--- src/rtl/pc_stack_if.sv ---
// rtl/pc_stack_if.sv - decoder-to-program-counter bus for pc_stack
interface pc_stack_if #(
  parameter int Psize  = 5,
  parameter int Sdepth = 4,
  parameter int SPW    = $clog2(Sdepth + 1)
);
  logic             PCen;
  logic [2:0]       PCop;
  logic [Psize-1:0] Branchaddr;
  logic [Psize-1:0] Offset;
  logic             Cond;
  logic             FaultClr;
  logic [Psize-1:0] PCout;
  logic [SPW-1:0]   SPcount;
  logic             Full;
  logic             Empty;
  logic             Fault;

  // Decoder side: issues operations, observes PC and stack state
  modport master (
    output PCen, PCop, Branchaddr, Offset, Cond, FaultClr,
    input  PCout, SPcount, Full, Empty, Fault
  );

  // Program counter side
  modport slave (
    input  PCen, PCop, Branchaddr, Offset, Cond, FaultClr,
    output PCout, SPcount, Full, Empty, Fault
  );
endinterface

--- src/rtl/pc_stack.sv ---
// rtl/pc_stack.sv - picoMIPS program counter with return-address stack
module pc_stack #(
  parameter int Psize  = 5,
  parameter int Sdepth = 4,
  parameter int SPW    = $clog2(Sdepth + 1)
) (
  input logic       clk,
  input logic       reset,
  pc_stack_if.slave bus
);

  localparam logic [2:0] OP_INC  = 3'b000;
  localparam logic [2:0] OP_JMP  = 3'b001;
  localparam logic [2:0] OP_BRC  = 3'b010;
  localparam logic [2:0] OP_CALL = 3'b011;
  localparam logic [2:0] OP_RET  = 3'b100;
  localparam logic [2:0] OP_HOLD = 3'b101;

  logic [Psize-1:0] pc;
  logic [Psize-1:0] pc_next;
  logic [Psize-1:0] pc_inc;
  logic [Psize-1:0] pc_rel;
  logic [Psize-1:0] top_entry;
  logic [SPW-1:0]   sp;
  logic [Psize-1:0] stack_mem [Sdepth];
  logic             push;
  logic             pop;
  logic             fault_evt;
  logic             fault_q;
  logic             full;
  logic             empty;

  // Same-width unsigned add gives the two's-complement result modulo 2^Psize
  assign pc_inc = pc + Psize'(1);
  assign pc_rel = pc + bus.Offset;

  assign full  = (sp == SPW'(Sdepth));
  assign empty = (sp == '0);

  // Top of stack is the entry just below the occupancy count
  always_comb begin
    top_entry = '0;
    for (int i = 0; i < Sdepth; i++) begin
      if (sp == SPW'(i + 1)) begin
        top_entry = stack_mem[i];
      end
    end
  end

  // Decode the requested operation into next PC, stack action and fault event
  always_comb begin
    pc_next   = pc;
    push      = 1'b0;
    pop       = 1'b0;
    fault_evt = 1'b0;
    if (bus.PCen) begin
      case (bus.PCop)
        OP_INC:  pc_next = pc_inc;
        OP_JMP:  pc_next = bus.Branchaddr;
        OP_BRC:  pc_next = bus.Cond ? pc_rel : pc_inc;
        OP_CALL: begin
          if (!full) begin
            push    = 1'b1;
            pc_next = bus.Branchaddr;
          end else begin
            fault_evt = 1'b1;
          end
        end
        OP_RET: begin
          if (!empty) begin
            pop     = 1'b1;
            pc_next = top_entry;
          end else begin
            fault_evt = 1'b1;
          end
        end
        OP_HOLD: pc_next = pc;
        default: pc_next = pc_inc;
      endcase
    end
  end

  // PC, stack pointer and sticky fault; a new fault beats a same-cycle clear
  always_ff @(posedge clk or negedge reset) begin
    if (!reset) begin
      pc      <= '0;
      sp      <= '0;
      fault_q <= 1'b0;
    end else begin
      pc <= pc_next;
      if (push) begin
        sp <= sp + SPW'(1);
      end else if (pop) begin
        sp <= sp - SPW'(1);
      end
      if (fault_evt) begin
        fault_q <= 1'b1;
      end else if (bus.FaultClr) begin
        fault_q <= 1'b0;
      end
    end
  end

  // Stack storage is never reset; entries become meaningful only once pushed
  always_ff @(posedge clk) begin
    for (int i = 0; i < Sdepth; i++) begin
      if (reset && push && (sp == SPW'(i))) begin
        stack_mem[i] <= pc_inc;
      end
    end
  end

  assign bus.PCout   = pc;
  assign bus.SPcount = sp;
  assign bus.Full    = full;
  assign bus.Empty   = empty;
  assign bus.Fault   = fault_q;

endmodule

--- src/flat_wrapper.sv ---
// flat-port wrapper written by rule: the top's interface ports become plain ports
module pc_stack_flat 
#(
  parameter int Psize  = 5,
  parameter int Sdepth = 4,
  parameter int SPW    = $clog2(Sdepth + 1)
)
  (clk, reset, bus_PCen, bus_PCop, bus_Branchaddr, bus_Offset, bus_Cond, bus_FaultClr, bus_PCout, bus_SPcount, bus_Full, bus_Empty, bus_Fault);
  pc_stack_if #(.Psize(Psize), .Sdepth(Sdepth), .SPW(SPW)) bus_i ();
  input logic clk;
  input logic reset;
  input wire logic [$bits(bus_i.PCen)-1:0] bus_PCen;
  input wire logic [$bits(bus_i.PCop)-1:0] bus_PCop;
  input wire logic [$bits(bus_i.Branchaddr)-1:0] bus_Branchaddr;
  input wire logic [$bits(bus_i.Offset)-1:0] bus_Offset;
  input wire logic [$bits(bus_i.Cond)-1:0] bus_Cond;
  input wire logic [$bits(bus_i.FaultClr)-1:0] bus_FaultClr;
  output wire logic [$bits(bus_i.PCout)-1:0] bus_PCout;
  output wire logic [$bits(bus_i.SPcount)-1:0] bus_SPcount;
  output wire logic [$bits(bus_i.Full)-1:0] bus_Full;
  output wire logic [$bits(bus_i.Empty)-1:0] bus_Empty;
  output wire logic [$bits(bus_i.Fault)-1:0] bus_Fault;
  assign bus_i.PCen = bus_PCen;
  assign bus_i.PCop = bus_PCop;
  assign bus_i.Branchaddr = bus_Branchaddr;
  assign bus_i.Offset = bus_Offset;
  assign bus_i.Cond = bus_Cond;
  assign bus_i.FaultClr = bus_FaultClr;
  assign bus_PCout = bus_i.PCout;
  assign bus_SPcount = bus_i.SPcount;
  assign bus_Full = bus_i.Full;
  assign bus_Empty = bus_i.Empty;
  assign bus_Fault = bus_i.Fault;
  pc_stack #(.Psize(Psize), .Sdepth(Sdepth), .SPW(SPW)) u_core (.clk(clk), .reset(reset), .bus(bus_i));
endmodule
--- config.mk ---
export PLATFORM = sky130hd
export DESIGN_NAME = pc_stack_flat
export DESIGN_NICKNAME = d
export VERILOG_FILES = /design/src/rtl/pc_stack_if.sv /design/src/rtl/pc_stack.sv /design/src/flat_wrapper.sv
export SDC_FILE = /design/constraint.sdc
export NUM_CORES = 1
export LEC_CHECK = 0
export BUFFER_PORTS_ARGS = -buffer_cell sky130_fd_sc_hd__clkbuf_2
export CAP_MARGIN = 0
export CORE_ASPECT_RATIO = 0.8
export CORE_UTILIZATION = 48
export CTS_CLUSTER_SIZE = 20
export DETAILED_ROUTE_END_ITERATION = 10
export PLACE_DENSITY = 0.7
export RECOVER_POWER = 100
export SYNTH_ARGS = -nofsm -noshare
export SYNTH_HDL_FRONTEND = slang
export SYNTH_SLANG_ARGS = --single-unit
--- constraint.sdc ---
create_clock -name clk -period 3.35 [get_ports clk]
set_clock_uncertainty 0.1 [all_clocks]
set_input_delay 0.335 -clock clk [delete_from_list [all_inputs] [get_ports clk]]
set_output_delay 0.335 -clock clk [all_outputs]
set_load 0.05 [all_outputs]
# == Word-level counts from Yosys, hierarchy flattened ==
# Memories as Yosys holds them, arrays and structs flattened.
# Index checks and enable logic that the tools add are counted.
# classes
add_sub_neg,4
eq_ne,11
n_mux,39
n_bitwise,1
reduce_logical,12
# op_table
operator,n
$mux 5,10
$pmux 5 s5,1
$mux 1,22
$reduce_or 5->1,3
$eq 3x2->1 const B,4
$eq 3x3->1 const B,3
$eq 3x1->1 const B,2
$mux 2,3
$mux 3,2
$add 5x1->5 const B,1
$add 5x5->5,1
$logic_and 1x1->1,5
$ne 2x2->1 const B,2
$reduce_and 4->1,1
$reduce_bool 2->1,2
$add 3x1->3 const B,1
$logic_not 3->1,1
$sub 3x1->3 const B,1
$pmux 1 s2,1
$not 1->1,1
# word_totals
ff_bits,9
ramBits,20
inputBits,18
out_inout_bits,11
memories,1
# mem_list
name,words,width,read_ports,rd_ports_with_merged_regs,wr,line,rtl
u_core.stack_mem,4,5,4,0,1,pc_stack.sv:25,logic [Psize-1:0] stack_mem [Sdepth];

# == Depth between registers and ports, before layout ==
# Gate-level depths: netlist of the first run.
# logic_depth
ltp_word,12
mapped_depth,9
depth_no_buf,8

# == Worst setup path after synthesis of the first run ==
# No wires, ideal clock.
# synth_path
kind,register to register
startpoint,register u_core.sp[0] (netlist: u_core.bus.SPcount[0])
endpoint,memory u_core.stack_mem[1][0] (enable)
setup_ps,375
arrival_ps,2030
required_ps,2875
setup_slack_ps,845
path_stages_with_launch,7
cell_sequence,dfrtp_1 -> inv_1 -> ha_1 -> nand2_2 -> and4_1 -> nand2_1 -> nor3b_1
# synth_via
elab_chain_cells,12
word_cells_on_any_way,30
cone_classes,eq/ne: 4; mux: 17; reduce/logical: 9
# synth_rtl
element,line,rtl
start: declaration,pc_stack.sv:24,logic [SPW-1:0] sp;
start signal: assignment,pc_stack.sv:92,sp <= sp + SPW'(1);
start signal: assignment,pc_stack.sv:94,sp <= sp - SPW'(1);
$eq 3x3->1,pc_stack.sv:37,assign full = (sp == SPW'(Sdepth));
$mux 1,pc_stack.sv:62,if (!full) begin
$mux 1,pc_stack.sv:57,case (bus.PCop)
$mux 1,pc_stack.sv:56,if (bus.PCen) begin
$logic_and 1x1->1 (2 in series),pc_stack.sv:107,if (reset && push && (sp == SPW'(i))) begin
$mux 1,pc_stack.sv:107,
$mux 1 (implied by the code),pc_stack.sv:108,stack_mem[i] <= pc_inc;
$reduce_or 5->1 (no source line),n/a,
$mux 2 (no source line) / $mux 1 (equally long branches) (3 in series),n/a,
end: declaration,pc_stack.sv:25,
# Several ways; a longest one is shown, not always the timed one.

# == Worst setup path after layout of the first run ==
# layout_path
startpoint,register u_core.sp[0] (netlist: u_core.bus.SPcount[0])
endpoint,memory u_core.stack_mem[2][1] (enable)
# The elaborated chain is that of the path after synthesis.

==> results of run 1 <==
stage by stage:
stage          util, %  setup WS (ns)
3_3_place_gp      55.0           1.03
5_1_grt           57.6          0.576
4_1_cts           58.2          0.878
3_5_place_dp      55.0          0.894
2_1_floorplan        -          0.845
6_report          57.6          0.808
cells by family (layout without fill, tap and decap cells):
family                     Yosys count  after routing
xor gates and xnor gates            10             10
DFF                                 29             29
adders and majority gates           12             12
and+or+nand+nor                     51             51
muxes                                2              2
AOI/OAI and AO/OA                   41             41
buffers and inverters               20             52
power breakdown:
group	internal (mW)	switching, mW	leakage, nW
registers	0.489	0.0889	0.284
clock network	0.166	0.132	0.0512
logic	0.278	0.595	0.454
path summary, 6_finish.rpt:
| kind | from | end | depth (start not counted) |
|---|---|---|---|
| worst max-delay path | u_core.bus.SPcount[0] | u_core.stack_mem[2][1] | 6 |
| worst min-delay path | bus_FaultClr | u_core.bus.Fault | 2 |
| worst max register to register | u_core.bus.SPcount[0] | u_core.stack_mem[2][1] | 6 |
| worst min register to register | u_core.bus.Fault | u_core.bus.Fault | 2 |
| max in group asynchronous | reset | u_core.bus.PCout[3] | 2 |
| min in group asynchronous | reset | u_core.bus.SPcount[0] | 2 |
cell type report:
| class | count | area (um^2) | area share [%] |
|---|---|---|---|
| Clock inverter | 2 | 13.8 | 0.698 |
| Clock buffer | 6 | 82.6 | 4.19 |
| Timing Repair Buffer | 29 | 135 | 6.85 |
| Sequential cell | 29 | 826 | 41.9 |
| Inverter | 15 | 56.3 | 2.85 |
| Multi-Input combinational cell | 116 | 807 | 40.9 |
| Tap cell | 42 | 52.6 | 2.66 |
synthesized netlist by cell type, drive strengths merged (2+ instances only):
cell type  number  area (um^2)
nand3           5         25.0
clkbuf          2         7.51
o21ai          10         50.0
a221o           4         40.0
nand2          14         55.1
ha             11          138
nand4           2         12.5
a21o            2         15.0
nand2b          3         18.8
nor2           17         63.8
inv            14         52.6
nor3b           3         27.5
a31oi           7         43.8
dfrtp           9          225
xnor2           9         78.8
and3            2         12.5
mux2i           2         20.0
edfxtp         20          601
a21oi           6         30.0
buf             3         15.0
o211ai          4         30.0
state kept, by name, summed over array words and instances (netlist names):
signal / cells
u_core.bus.Fault: 1
u_core.bus.PCout: 5
u_core.bus.SPcount: 3
u_core.stack_mem: 20
per-layer routing:
layer  vias to the layer above  wire length, um
met2                        49             1510
met1                       634             2020
met5                         -                0
met4                         0               57
met3                         8              319
li1                        665                -
worst max-delay path: stages (launching register included):
cell and delay (ns):
dfrtp_1 0.44, inv_1 0.11, ha_1 0.25, nand2_1 0.22, and4_1 0.30, nand2_1 0.10, nor3b_1 0.65
==> flow_results.org, run 1 <==
** CTS
- CTS tree :: yes
- Buffers inserted to repair hold after CTS numbered 1.
- At the later pin of the worst-skew pair, clock insertion delay measures 0.28 ns.
- Clock-pin slew was measured on the worst setup and hold paths at 0.07 ns.
- In this run the number of H-tree levels came out at 2.
- # clock sinks :: 29
- Root buffer cell :: clkbuf_8
- CTS buffer count :: 5
- CTS max path bufs :: 2
- In this run the post-CTS setup repair buffer count came out at 0.
- Gates resized during post-CTS repair numbered 0.

** Critical path
- Critical Setup Path Class :: flip-flop to flip-flop
- The worst setup path is captured at a flip-flop.
- Worst R2R Setup Slack :: ~0.81 ns
- Crit-path max FO :: 8
- At the worst endpoint, the required time is between 3 and 4 ns.
- Startpoint type of the worst setup path :: flip-flop
- Data arrival time of the critical path :: ~2.4 ns

** Timing
- In this run the tightest slew margin relative to its limit is between 50% and 60%.
- Setup repair after global routing left no endpoint under its margin.
- The final critical path takes up 75.9% of the cycle.
- Total count of hold-check failures in the final report :: 0
- After routing, the total negative slack on setup checks comes to 0 ns.
- Number of max-slew violations in the final report :: 0
- Static timing analysis puts the maximum clock frequency at between 300 and 400 MHz.
- Setup violations remaining at the end of the flow were counted as 0.
- Hold timing on the final database bottoms out at a slack of roughly 0.15 ns.
- Min Clock Period, post-route :: 2.54 ns
- At the pin with the least slew margin, the transition time is between 0.7 and 0.8 ns.

** Die
- Num ports :: 29
- The initialized floorplan defines 19 standard-cell rows.
- The region available for standard cell placement spans 3420 um^2.
- Once the floorplan was initialized, standard cells occupied between 50% and 60% of the core.
- Floorplan die width :: just under 70 um
- Height of the chip :: ~55 um
- The floorplan step defined a die boundary enclosing 3820 um^2.

** Logic synthesis
- Predominant post-synthesis flop cell :: edfxtp_1
- Instance count of the mapped netlist :: approximately 170
- The synthesized netlist devotes between 15 and 20% of its cell area to compound gates.
- Synth Cell Area :: 1710 um^2
- Async set-reset flop share out of synthesis :: a little under a third
- Mux share of post-synthesis cell area :: ~1.2%
- For this run, the register share of the synthesized area comes to around 48%.
- Total number of yosys warnings :: 0
- Net count of the mapped netlist :: slightly below 200
- Adder-Cell Fraction of Synth Area :: a little under a tenth
- Flop and latch count out of synthesis :: 29
- Number of different library cells in the post-synthesis netlist :: 40
- After synthesis, the largest family of logic cells by area is compound AO/OA/AOI/OAI gates.
- Number of flops mapped to enable cells by yosys :: 20
- The average instance in the mapped netlist occupies between 10 and 15 um^2.
- Synth Area in Simple Gates :: between 10% and 20%
- Xor and xnor fraction of the mapped netlist area :: 5.11%

** Global route
- Global routing consumed, on the met1 layer, about 37% of the routing resources.
- The global routing stage identified its most utilized layer as met1.
- Global routing used a little under a quarter of the available tracks.
- Global routing consumed, on the met2 layer, 28.2% of the routing resources.
- Global routing consumed, on the met3 layer, between 7 and 8% of the routing resources.
- First-pass GRT wire length :: between 6000 and 7000 um
- Pin count of the biggest net entering global routing :: 14
- Initial antenna violation count :: 0
- Global routing finished with a remaining overflow of 0.
- Via count of the first global-routing pass :: 1248

** Drt
- Number of nets with antenna violations after detailed routing :: 0
- After the first detailed-routing iteration, the DRC count stood at roughly 120.
- Detailed Routing Iterations Pass 1 :: 4
- WL/cell :: around 16 um
- Total wire length after detailed routing :: a little under 4000 um
- Vias post-DR :: 1356
- Number of vias per cell :: ~5.7
- Count of unresolved DRC violations after routing :: 0

** Layout
- Layout cell share with drive strength beyond 1 :: approximately 14%
- Net count of the finished layout :: 226
- Final Instance Area :: approximately 2000 um^2
- Count of antenna diodes in the layout :: 0
- Commonest non-fill, non-tap cell in the layout :: edfxtp_1
- Finished Layout Cells :: roughly 240
- The filler cells instantiated in the layout total roughly 320.
- Layout-stage area growth over the synthesis result :: 15.1%
- Leading cell types in the layout, fill and taps excluded :: edfxtp_1, nor2_1, clkbuf_2

** Placement
- Number of port buffers :: 28
- Routability cong. :: ~0.92
- Instance count after placement with tap cells included :: 230
- Half-perimeter wire length of the detailed placement result :: slightly below 3000 um
- Placed cell area :: 1880 um^2

** Power
- Power per cell area :: 886 nW/um^2
- Peak VDD IR :: about 470 uV
- Tot Pwr :: between 1.5 and 2 mW
- Leak :: between 0.7 and 0.8 nW

** Job
- Across the run, the number of max-cap violations was 0.

** Worst hold path
- Classification of the worst-slack hold path :: input pin to flip-flop

** Status
- The flow ran to the end, and the final reports show no timing, DRC or antenna violations.
Power figures use the tool's default switching activity.
==> run 2, diff against run 1 <==
--- a/config.mk
+++ b/config.mk
@@ -5,13 +5,14 @@
 export SDC_FILE = /design/constraint.sdc
 export NUM_CORES = 1
 export LEC_CHECK = 0
+export ABC_AREA = 1
 export BUFFER_PORTS_ARGS = -buffer_cell sky130_fd_sc_hd__clkbuf_2
 export CAP_MARGIN = 0
 export CORE_ASPECT_RATIO = 0.8
 export CORE_UTILIZATION = 48
 export CTS_CLUSTER_SIZE = 20
 export DETAILED_ROUTE_END_ITERATION = 10
-export PLACE_DENSITY = 0.7
+export PLACE_DENSITY = 0.69
 export RECOVER_POWER = 100
 export SYNTH_ARGS = -nofsm -noshare
 export SYNTH_HDL_FRONTEND = slang
==> constraint.sdc (replaced) <==
create_clock -name clk -period 2.6 [get_ports clk]
set_clock_uncertainty 0.1 [all_clocks]
set_input_delay 0.26 -clock clk [delete_from_list [all_inputs] [get_ports clk]]
set_output_delay 0.26 -clock clk [all_outputs]
set_load 0.05 [all_outputs]
==> flow_results.org, run 2 <==
** Global route
- Summed over all layers, the global routing overflow is 0.
- Via count of the first global-routing pass :: about 1400
- Pin count of the biggest net entering global routing :: 14
- The first global-routing pass estimated 6890 um of wire.
- Overall Global Routing Usage :: ~23%
- Initial antenna violation count :: 0

** CTS
- Number of gates given a new drive strength after cts :: 0
- CTS buffer count :: 5
- The H-tree generated during clock tree synthesis spans 2 levels.
- Clock slew seen by the registers of the worst setup and hold paths :: roughly 0.060 ns
- Counting along the longest clock path gives a buffer depth of 2.
- The later pin in the worst-skew pair is clocked with a latency of about 0.28 ns.
- TritonCTS built the clock tree.
- # clock sinks :: 29
- The cell sitting at the root of the clock tree is a clkbuf_8.
- Buffer count from post-CTS setup fixing :: 0

** Power
- Power per cell area :: between 1000 and 1500 nW/um^2
- Leak :: approximately 1.1 nW
- The worst-case IR drop observed on VDD is about 780 uV.
- Summing internal, switching and leakage power gives between 2 and 2.5 mW.

** Die
- Num ports :: 29
- Placeable core region :: 3590 um^2
- Floorplan die width :: 71.9 um
- Die footprint :: roughly 4200 um^2
- Once the floorplan was initialized, standard cells occupied a little over half of the core.
- In this run the core area contains 19 standard-cell rows.
- Height of the chip :: a little under 60 um

** Job
- MaxCap Viol Count :: 0

** Logic synthesis
- Flop and latch count out of synthesis :: 29
- Synth top cells by count :: nand2_1, inv_1, nor2_1, nand3_1, edfxtp_1
- A synthesized cell averages roughly 8 um^2.
- Yosys attributes the largest share of cell area to edfxtp_1, nand2_1, dfrtp_1, inv_1, ha_1.
- Biggest area consumer among synthesized cells :: edfxtp_1
- Predominant post-synthesis flop cell :: edfxtp_1
- In the synthesized netlist the async set-or-reset flop fraction comes to between 30% and 40%.
- After technology mapping, the gate count stands at 238.
- The share of the Yosys chip area taken by registers is 44.0%.
- Total number of yosys warnings :: 0
- Share of the synthesized area in the top cell type :: between 30% and 40%
- Synth Cell Area :: roughly 1900 um^2
- Net count of the mapped netlist :: 268
- Number of different library cells in the post-synthesis netlist :: 28
- By instance count, the leading cell after synthesis is nand2_1.
- Number of flops mapped to enable cells by yosys :: 20

** Timing
- Setup repair after global routing left no endpoint under its margin.
- The number of hold violations in the final report was 0.
- Slew @ Worst Pin :: between 0.6 and 0.7 ns
- The count of final max-slew check failures is 0.
- Setup TNS after final layout :: 0 ns
- Of the available clock period, the critical path in the final layout requires a little under nine tenths.
- Top achievable clock speed :: around 450 MHz
- Counting I/O delays and the setup requirement, the final critical path takes 2.21 ns.
- Headroom to the max-slew limit came out at 56.0%.
- Setup violations remaining at the end of the flow were counted as 0.

** Placement
- Half-perimeter wire length of the detailed placement result :: roughly 3300 um
- Input and output buffers added on the ports amount to 28.
- Routability cong. :: around 0.86

** Critical path
- Of all nets on the critical path, the largest fanout is 13.
- Critical Setup Path Class :: flip-flop to primary output
- Worst R2R Setup Slack :: roughly 0.40 ns
- Startpoint type of the worst setup path :: flip-flop
- Measured in cells, the most critical reg-to-reg path has a length of 5.
- STA classifies the critical path endpoint as a primary output.
- At the worst endpoint, the arrival time is ~1.9 ns.
- STA puts the critical path data required time at between 2 and 2.5 ns.

** Status
- The run finished with clean final reports.

** Worst hold path
- The path class of the tightest hold or removal check is input pin to flip-flop.
- Worst hold path stage count :: 2

** Drt
- Number of nets with antenna violations after detailed routing :: 0
- For this block, the via count after detailed routing is 1624.
- Total wire length after detailed routing :: 4280 um
- Count of unresolved DRC violations after routing :: 0
- Starting DRT DRC Count :: ~140
- The pre-antenna-repair detailed-routing pass consisted of 4 iterations.
- In the final routed layout, each cell accounts on average for roughly 13 um.
- Dividing the detail-routed via count by the number of cells gives approximately 5.

** Layout
- Layout cell share with drive strength beyond 1 :: 10.6%
- Reg with most FFs :: u_core.stack_mem
- Layout-stage area growth over the synthesis result :: 13.9%
- Max reg flops :: 20
- Net count of the finished layout :: between 300 and 400
- Leaving out fill and tap cells, the most frequent cells in the layout are nand2_1, inv_1, nor2_1.
- 0 antenna diodes ended up in the layout.
- Commonest non-fill, non-tap cell in the layout :: nand2_1
-- run 2: cell count changes after synthesis, moves of 3 or more --
cell      previous run  this run
a221o_1              4         0
a31oi_1              7         0
inv_1               14        38
nand2_1             13        65
nand2_2              1         4
nand2b_1             3         0
nand3_1              5        23
nand4_1              2         6
nor2_1              17        26
o211ai_1             4         1
o21ai_1              3         0
xnor2_1              9         1
xor2_1               1         5
-- run 2: kinds of logic (layout without fill, tap and decap cells) --
kind of cell / Yosys count / after routing / share of synthesized area (%)
compound gates: 14 / 14 / 4.00
xor+xnor: 6 / 6 / 2.80
fa+ha+maj: 12 / 12 / 8.39
buf+inv: 43 / 79 / 9.13
flops: 29 / 29 / 44.0
simple gates: 134 / 134 / 31.7
-- run 2: worst paths after layout --
path,startpoint,end
hold reg to reg,u_core.bus.Fault,u_core.bus.Fault
setup / recovery,u_core.bus.SPcount[0],bus_Full
hold / removal,bus_FaultClr,u_core.bus.Fault
min in group asynchronous,reset,u_core.bus.PCout[2]
setup reg to reg,u_core.bus.SPcount[0],u_core.stack_mem[0][1]
max in group asynchronous,reset,u_core.bus.SPcount[2]
-- run 2: what timing repair did --
item                                   4_1_cts  5_1_grt
setup endpoints to repair                    0        0
endpoints found under the hold margin        9        0
hold buffers                                 1        0
-- run 2: cell type report --
cell class | instances | area [um^2]
clock buffer | 8 | 80.1
fill | 357 | 1450
inverter | 41 | 155
multi-input combinational | 166 | 871
sequential | 29 | 826
tap | 52 | 65.1
timing repair buffer | 30 | 143
-- run 2: critical path, cell delays in order, from the launching register on --
cell and delay (ns):
dfrtp_1 0.43, inv_1 0.13, ha_1 0.18, nand2_1 0.25, clkinv_2 0.12, clkbuf_1 0.47
-- run 2: per-stage QoR --
stage	util, %	cell area [um^2]	cells	hold WS (ns)	worst slack (ns)
2_1_floorplan	-	1880	238	-0.136	0.227
3_3_place_gp	57.8	2070	317	0.0649	0.657
3_5_place_dp	57.8	2070	317	0.0636	0.554
4_1_cts	60.3	2160	326	0.0553	0.549
5_1_grt	59.6	2140	326	0.0610	0.200
6_report	59.6	2140	326	0.0668	0.387
-- run 2: metal layers --
layer / up-vias / wire (um) / global-route usage [%]
met5: - / 0 / 0
met4: 0 / 26 / 5.04
met3: 4 / 335 / 6.43
met2: 52 / 1720 / 31.3
met1: 741 / 2200 / 35.1
li1: 827 / - / -
-- run 2: report_power, final --
group / internal, mW / switching [mW] / leakage (nW) / total (mW)
logic: 0.329 / 0.838 / 0.740 / 1.17
clock network: 0.190 / 0.165 / 0.0395 / 0.355
registers: 0.620 / 0.108 / 0.286 / 0.728
